### src/rtl/rom_ctrl_pkg.sv
// Shared types and constants for the ROM fetch sequencer and its queue.
package rom_ctrl_pkg;

  localparam int ADDR_W    = 5;
  localparam int DATA_W    = 8;
  localparam int ROM_DEPTH = 16;
  localparam logic [DATA_W-1:0] HALT_OP = 8'hFF;

  // Highest populated cell; anything above it is outside the ROM.
  localparam logic [ADDR_W-1:0] ROM_LAST = ADDR_W'(ROM_DEPTH - 1);

  typedef enum logic {
    G_FETCH = 1'b0,
    G_LOAD  = 1'b1
  } gnt_e;

  typedef struct packed {
    logic [DATA_W-1:0] data;
    logic [ADDR_W-1:0] addr;
  } q_entry_t;

  function automatic logic in_rom(input logic [ADDR_W-1:0] a);
    return a <= ROM_LAST;
  endfunction

  function automatic logic [ADDR_W-1:0] pc_wrap_inc(input logic [ADDR_W-1:0] a);
    return (a >= ROM_LAST) ? '0 : a + 1'b1;
  endfunction

endpackage

### src/rtl/rom_fetch_ctrl_if.sv
// Bundle of ROM port, decoder handshake and load-request signals.
interface rom_fetch_ctrl_if;
  import rom_ctrl_pkg::*;

  logic              run;
  logic              rom_oe;
  logic [ADDR_W-1:0] rom_addr;
  logic [DATA_W-1:0] rom_data;
  logic              ins_valid;
  logic [DATA_W-1:0] ins_data;
  logic [ADDR_W-1:0] ins_addr;
  logic              ins_ready;
  logic              jmp_valid;
  logic [ADDR_W-1:0] jmp_addr;
  logic              ld_req;
  logic [ADDR_W-1:0] ld_addr;
  logic              ld_gnt;
  logic              ld_valid;
  logic [DATA_W-1:0] ld_data;
  logic [ADDR_W-1:0] pc;
  logic              addr_err;
  logic              halted;

  modport master (
    input  run, rom_data, ins_ready, jmp_valid, jmp_addr, ld_req, ld_addr,
    output rom_oe, rom_addr, ins_valid, ins_data, ins_addr,
           ld_gnt, ld_valid, ld_data, pc, addr_err, halted
  );

  modport slave (
    output run, rom_data, ins_ready, jmp_valid, jmp_addr, ld_req, ld_addr,
    input  rom_oe, rom_addr, ins_valid, ins_data, ins_addr,
           ld_gnt, ld_valid, ld_data, pc, addr_err, halted
  );

endinterface

### src/rtl/rom_fetch_buf.sv
// Two-entry instruction queue; flush wins over push/pop in the same cycle.
module rom_fetch_buf
  import rom_ctrl_pkg::*;
(
  input  logic     clk,
  input  logic     rst_n,
  input  logic     push_i,
  input  logic     pop_i,
  input  logic     flush_i,
  input  q_entry_t din_i,
  output q_entry_t head_o,
  output logic [1:0] count_o
);

  q_entry_t   e0_q, e1_q;
  logic [1:0] count_q;

  // Entry 0 is always the head; entry 1 shifts down on pop.
  always_ff @(posedge clk or negedge rst_n) begin
    if (!rst_n) begin
      e0_q    <= '0;
      e1_q    <= '0;
      count_q <= 2'd0;
    end else if (flush_i) begin
      count_q <= 2'd0;
    end else if (push_i && pop_i) begin
      if (count_q == 2'd1) begin
        e0_q <= din_i;
      end else begin
        e0_q <= e1_q;
        e1_q <= din_i;
      end
    end else if (push_i) begin
      if (count_q == 2'd0) e0_q <= din_i;
      else                 e1_q <= din_i;
      count_q <= count_q + 2'd1;
    end else if (pop_i) begin
      e0_q    <= e1_q;
      count_q <= count_q - 2'd1;
    end
  end

  assign head_o  = e0_q;
  assign count_o = count_q;

endmodule

### src/rtl/rom_fetch_ctrl.sv
// Fetch sequencer and single-port ROM arbiter (fetch vs constant load).
// Optional macro ROM_FETCH_HALT_EN: stop fetching after a HALT_OP byte.
//
// grant state | meaning
// G_FETCH     | last granted access was a fetch (load wins next contention)
// G_LOAD      | last granted access was a load (fetch wins next contention)
module rom_fetch_ctrl
  import rom_ctrl_pkg::*;
(
  input  logic clk,
  input  logic rst_n,
  rom_fetch_ctrl_if.master bus
);

  gnt_e              last_gnt_q;
  logic [ADDR_W-1:0] pc_q;
  logic              ld_valid_q;
  logic [DATA_W-1:0] ld_data_q;
  logic              addr_err_q;
  logic              halted_q;

  logic       fetch_el, load_el, do_fetch, do_load, pop;
  logic [1:0] count;
  q_entry_t   head, push_ent;

  // Per-cycle arbitration; nothing is granted while reset is asserted.
  always_comb begin
    fetch_el = bus.run & ~bus.jmp_valid & ~halted_q & (count < 2'd2);
    load_el  = bus.ld_req;
    do_fetch = 1'b0;
    do_load  = 1'b0;
    if (rst_n) begin
      if (fetch_el && load_el) begin
        do_load  = (last_gnt_q == G_FETCH);
        do_fetch = (last_gnt_q == G_LOAD);
      end else begin
        do_fetch = fetch_el;
        do_load  = load_el;
      end
    end
  end

  // ROM address mux; address parked at 0 when the port is idle.
  always_comb begin
    bus.rom_addr = '0;
    if (do_fetch)     bus.rom_addr = pc_q;
    else if (do_load) bus.rom_addr = bus.ld_addr;
  end

  assign bus.rom_oe = do_fetch | do_load;
  assign bus.ld_gnt = do_load;
  assign pop        = bus.ins_valid & bus.ins_ready;
  assign push_ent   = '{data: bus.rom_data, addr: pc_q};

  rom_fetch_buf u_buf (
    .clk     (clk),
    .rst_n   (rst_n),
    .push_i  (do_fetch),
    .pop_i   (pop),
    .flush_i (bus.jmp_valid),
    .din_i   (push_ent),
    .head_o  (head),
    .count_o (count)
  );

  // Grant history, PC, load result and sticky status flags.
  always_ff @(posedge clk or negedge rst_n) begin
    if (!rst_n) begin
      last_gnt_q <= G_FETCH;
      pc_q       <= '0;
      ld_valid_q <= 1'b0;
      ld_data_q  <= '0;
      addr_err_q <= 1'b0;
      halted_q   <= 1'b0;
    end else begin
      ld_valid_q <= do_load;
      if (do_load) begin
        last_gnt_q <= G_LOAD;
        if (in_rom(bus.ld_addr)) begin
          ld_data_q <= bus.rom_data;
        end else begin
          ld_data_q  <= '0;
          addr_err_q <= 1'b1;
        end
      end else if (do_fetch) begin
        last_gnt_q <= G_FETCH;
      end

      if (bus.jmp_valid) begin
        halted_q <= 1'b0;
        if (in_rom(bus.jmp_addr)) begin
          pc_q <= bus.jmp_addr;
        end else begin
          pc_q       <= '0;
          addr_err_q <= 1'b1;
        end
      end else if (do_fetch) begin
        pc_q <= pc_wrap_inc(pc_q);
`ifdef ROM_FETCH_HALT_EN
        if (bus.rom_data == HALT_OP) halted_q <= 1'b1;
`else
        halted_q <= 1'b0;
`endif
      end
    end
  end

  assign bus.ins_valid = (count != 2'd0);
  assign bus.ins_data  = head.data;
  assign bus.ins_addr  = head.addr;
  assign bus.ld_valid  = ld_valid_q;
  assign bus.ld_data   = ld_data_q;
  assign bus.pc        = pc_q;
  assign bus.addr_err  = addr_err_q;
  assign bus.halted    = halted_q;

endmodule

### src/flat_wrapper.sv
// flat-port wrapper written by rule: the top's interface ports become plain ports
module rom_fetch_ctrl_flat import rom_ctrl_pkg::*;
  (clk, rst_n, bus_run, bus_rom_data, bus_ins_ready, bus_jmp_valid, bus_jmp_addr, bus_ld_req, bus_ld_addr, bus_rom_oe, bus_rom_addr, bus_ins_valid, bus_ins_data, bus_ins_addr, bus_ld_gnt, bus_ld_valid, bus_ld_data, bus_pc, bus_addr_err, bus_halted);
  rom_fetch_ctrl_if bus_i ();
  input  logic clk;
  input  logic rst_n;
  input wire logic [$bits(bus_i.run)-1:0] bus_run;
  input wire logic [$bits(bus_i.rom_data)-1:0] bus_rom_data;
  input wire logic [$bits(bus_i.ins_ready)-1:0] bus_ins_ready;
  input wire logic [$bits(bus_i.jmp_valid)-1:0] bus_jmp_valid;
  input wire logic [$bits(bus_i.jmp_addr)-1:0] bus_jmp_addr;
  input wire logic [$bits(bus_i.ld_req)-1:0] bus_ld_req;
  input wire logic [$bits(bus_i.ld_addr)-1:0] bus_ld_addr;
  output wire logic [$bits(bus_i.rom_oe)-1:0] bus_rom_oe;
  output wire logic [$bits(bus_i.rom_addr)-1:0] bus_rom_addr;
  output wire logic [$bits(bus_i.ins_valid)-1:0] bus_ins_valid;
  output wire logic [$bits(bus_i.ins_data)-1:0] bus_ins_data;
  output wire logic [$bits(bus_i.ins_addr)-1:0] bus_ins_addr;
  output wire logic [$bits(bus_i.ld_gnt)-1:0] bus_ld_gnt;
  output wire logic [$bits(bus_i.ld_valid)-1:0] bus_ld_valid;
  output wire logic [$bits(bus_i.ld_data)-1:0] bus_ld_data;
  output wire logic [$bits(bus_i.pc)-1:0] bus_pc;
  output wire logic [$bits(bus_i.addr_err)-1:0] bus_addr_err;
  output wire logic [$bits(bus_i.halted)-1:0] bus_halted;
  assign bus_i.run = bus_run;
  assign bus_i.rom_data = bus_rom_data;
  assign bus_i.ins_ready = bus_ins_ready;
  assign bus_i.jmp_valid = bus_jmp_valid;
  assign bus_i.jmp_addr = bus_jmp_addr;
  assign bus_i.ld_req = bus_ld_req;
  assign bus_i.ld_addr = bus_ld_addr;
  assign bus_rom_oe = bus_i.rom_oe;
  assign bus_rom_addr = bus_i.rom_addr;
  assign bus_ins_valid = bus_i.ins_valid;
  assign bus_ins_data = bus_i.ins_data;
  assign bus_ins_addr = bus_i.ins_addr;
  assign bus_ld_gnt = bus_i.ld_gnt;
  assign bus_ld_valid = bus_i.ld_valid;
  assign bus_ld_data = bus_i.ld_data;
  assign bus_pc = bus_i.pc;
  assign bus_addr_err = bus_i.addr_err;
  assign bus_halted = bus_i.halted;
  rom_fetch_ctrl u_core (.clk(clk), .rst_n(rst_n), .bus(bus_i));
endmodule
### config.mk
export PLATFORM = sky130hd
export DESIGN_NAME = rom_fetch_ctrl_flat
export DESIGN_NICKNAME = d
export VERILOG_FILES = /design/src/rtl/rom_ctrl_pkg.sv /design/src/rtl/rom_fetch_ctrl_if.sv /design/src/rtl/rom_fetch_buf.sv /design/src/rtl/rom_fetch_ctrl.sv /design/src/flat_wrapper.sv
export SDC_FILE = /design/constraint.sdc
export NUM_CORES = 1
export LEC_CHECK = 0
export CAP_MARGIN = 0
export CORE_ASPECT_RATIO = 0.5
export CORE_MARGIN = 5
export CORE_UTILIZATION = 40
export CTS_CLUSTER_SIZE = 16
export DETAILED_ROUTE_END_ITERATION = 10
export GPL_ROUTABILITY_DRIVEN = 0
export PLACE_DENSITY = 0.71
export SLEW_MARGIN = 20
export SYNTH_ARGS = -nofsm -noshare
export SYNTH_HDL_FRONTEND = slang
export SYNTH_SLANG_ARGS = --single-unit
### constraint.sdc
create_clock -name clk -period 1.6 [get_ports clk]
set_input_delay 0.32 -clock clk [delete_from_list [all_inputs] [get_ports clk]]
set_output_delay 0.32 -clock clk [all_outputs]
set_load 0.02 [all_outputs]
==> results.md <==
* Io pins at 61
* First-pass GRT wire length at 9920 microns
* Pwr Density at ~1300 mW/mm^2
* Ys Warns at 0
* Unrepaired setup endpoints after global routing: yes
* Total Wirelength at approximately 6300 microns
* Post-synth top area share at 50.2%
* Final Max Slew Viols at 0
* Lkg Pwr at around 1.8 nW
* Sequential-to-total area share from yosys stat at 50.2%
* Power Total at 4.53 mW
* Synth Instances at between 150 and 200
* HPWL Detailed at 3950 microns
* Layout net count at 324
* Final WS setup at -0.367 ns
* Crit-path max FO at 6
* Final Setup Violations at 39
* Yosys cell types at 41
* Antenna cells at 0
* CP arrival at 1.65 ns
* Design area at 0.00355 sq mm
* Clk slew on worst S/H paths at 0.09 ns
* Clk buf depth at 2
* Yosys top cell by area: dfrtp_1
* Most frequent cell after synthesis: dfrtp_1
* Tot GR Track Use at between 10% and 20%
* R2R depth at 7
* Achievable Freq at between 500 and 600 MHz
* Post-Syn Nets at roughly 230
* Internal power at ~2.9 mW
* Fillers at between 400 and 500
* Synth cell count leaders: dfrtp_1 (44), a21oi_1 (21), inv_1 (15), mux2i_1 (14), nor2_1 (14)
* Area Overhead vs Synth at 61.9%
* Die Area at between 0.007 and 0.008 sq mm
* Startpoint Class: register
* Seq cells post-synth at 44
* Detail Route met2 WL at 3280 microns
* 1st-pass router iterations at 4
* Vias per cell at 5.10
* Crit end category: output port
* Outcome: complete, but fails checks
* Worst Path Required at around 1.3 ns
* Port Buffers at 59
* Hold Slack at just over 0.2 ns
* Layout Skew at 0.00434 ns
* TritonCTS buffer count at 5
* Pin count of the biggest net entering global routing at 43
* Worst skew pair latency at 0.30 ns
* Worst slew pin tran at about 0.54 ns
* Chip width at 115 microns
* Sw power at around 1.6 mW
* WL/cell at approximately 17 microns
* Clk sinks at 44
* Gate power share at between 40% and 50%
* Fin crit share at 123%
* Die boundary height at between 60 and 70 microns
* Cell Rows at 19
* Max transition margin at 64.1%
* Critical setup path kind: register to output port
* Max layer used: met4
* Final Non-Filler Cells at 370
* GRT overflow at 0
* Worst IR Drop VDD at about 0.67 mV
* Metal-1 WL at about 2600 microns
* CTS tree: done
* Dpl cell area at around 0.0031 sq mm
* Vias in the first global route at between 1500 and 2000
* Final hold viol count at 0
* Placed Cells at between 300 and 400
* Worst slack, placed at -1.04 ns
* Synth Cell Area at 0.00219 sq mm
* Met3 WL at approximately 260 microns
* Initial core utilization at between 40 and 50%
* Antenna violations before repair at 0
* Post-route ant nets at 0
* Reg power frac at between 30 and 40%
* Synth top area cells: dfrtp_1 (50%), mux2_4 (6.8%), mux2i_1 (6.4%), a21oi_1 (4.8%), nand3b_1 (3.1%)
* 1st-iter DRT viols at between 60 and 70
* MaxCap Viol Count at 0
* Switch share at around 36%
* CTS Root Cell: clkbuf_8
* Via count at roughly 1900
* Clock network power share at roughly 17%
* Share of layout cells above drive strength 1 at around 36%
* Ys async rst share at between 90% and 100%
* Primary FF master, synth: dfrtp_1
* Failing checks: setup timing
* Worst min-delay path category: primary input to asynchronous set/reset pin
* H-tree levels at 2
* Crit path time final at 1.97 ns
* Post-route DRC at 0
* Core Footprint at ~0.0054 sq mm
* Syn avg cell area at roughly 11 sq um
* Post-synth EDFFs at 0
==> flip-flops by register name (all words and copies together), names as in the netlist <==
register              cells
u_core.u_buf.e1_q        13
u_core.u_buf.head_o      13
u_core.bus.ld_data        8
u_core.bus.pc             5
u_core.u_buf.count_o      2
u_core.bus.addr_err       1
u_core.bus.ld_valid       1
u_core.last_gnt_q         1
==> path summary, 6_finish.rpt <==
kind / slack (ns) / end / start
worst max-delay path: -0.37 / bus_rom_addr[3] / u_core.u_buf.count_o[1]$_DFFE_PN0P_
worst min-delay path: 0.21 / u_core.bus.pc[0]$_DFFE_PN0P_ / rst_n
worst max register to register: -0.23 / u_core.bus.pc[0]$_DFFE_PN0P_ / u_core.u_buf.count_o[1]$_DFFE_PN0P_
worst min register to register: 0.49 / u_core.bus.addr_err$_DFF_PN0_ / u_core.bus.addr_err$_DFF_PN0_
max in group asynchronous: 0.83 / u_core.u_buf.count_o[0]$_DFFE_PN0P_ / rst_n
min in group clk: 0.49 / u_core.bus.addr_err$_DFF_PN0_ / u_core.bus.addr_err$_DFF_PN0_
==> repair_timing <==
action / CTS / global route
setup buffers: 12 / 5
resized for setup: 90 / 34
gates cloned: 2 / 0
endpoints found under the setup margin: 56 / 60
pin swaps: 11 / 7
hold buffers: 1 / 0
hold endpoints to repair: 2 / 0
==> layer usage <==
layer	global-route usage (%)	vias to the layer above
met5	0	-
met4	5.56	0
met3	2.91	9
met2	30.1	46
met1	21.9	944
li1	-	888
==> metrics by stage <==
stage	util, %	TNS [ns]
2_1_floorplan	-	-1.05
3_3_place_gp	57.0	-24.43
3_5_place_dp	57.0	-26.24
4_1_cts	64.0	-8.46
5_1_grt	65.8	-8.12
6_report	65.8	-5.53
==> layout by cell type, fill, tap and decap left out, drive strengths merged, types with 2 or more instances in the layout <==
master	instances
clkdlybuf4s50	24
mux2	13
nand2b	5
o21ai	12
a21oi	21
a22o	3
clkinvlp	2
nor3b	2
inv	15
clkbuf	8
and3	2
nand2	8
mux2i	14
buf	49
ha	4
nor3	3
dfrtp	44
nand3b	9
dlygate4sd2	11
dlymetal6s2s	14
nor2	14
nand3	2
==> kinds of logic after synthesis <==
family	share of synthesized area [%]
AND/OR/NAND/NOR	13.0
AO/OA/AOI/OAI	13.1
multiplexers	14.8
other	0.171
XOR/XNOR	0.400
flip-flops	50.2
adder cells (fa/ha/maj)	2.28
buffers and inverters	6.05
==> critical path: stages (launching register included) <==
cell and delay (ns):
dfrtp_1 0.42, nor3b_4 0.24, buf_6 0.14, a21oi_4 0.08, buf_6 0.13, a22o_1 0.21
buf_6 0.13
==> layout make-up <==
| type | count | area [sq um] | share of cell area, % |
|---|---|---|---|
| Sequential cell | 44 | 1100 | 31.1 |
| Clock inverter | 2 | 15.0 | 0.423 |
| Timing Repair Buffer | 101 | 1030 | 29.0 |
| Multi-Input combinational cell | 129 | 1170 | 32.9 |
| Tap cell | 73 | 91.3 | 2.57 |
| Inverter | 15 | 58.8 | 1.66 |
| Clock buffer | 6 | 82.6 | 2.33 |
==> power groups by stage <==
stage / logic, mW / clock network (mW) / registers [mW]
final: 2.07 / 0.756 / 1.70
after detailed placement: 1.88 / 0 / 1.73
after global routing: 2.21 / 0.811 / 1.75
after CTS: 2.06 / 0.764 / 1.71
after global placement: 1.83 / 0 / 1.71
after floorplan: 0.808 / 0 / 1.95
Power figures use the tool's default switching activity.
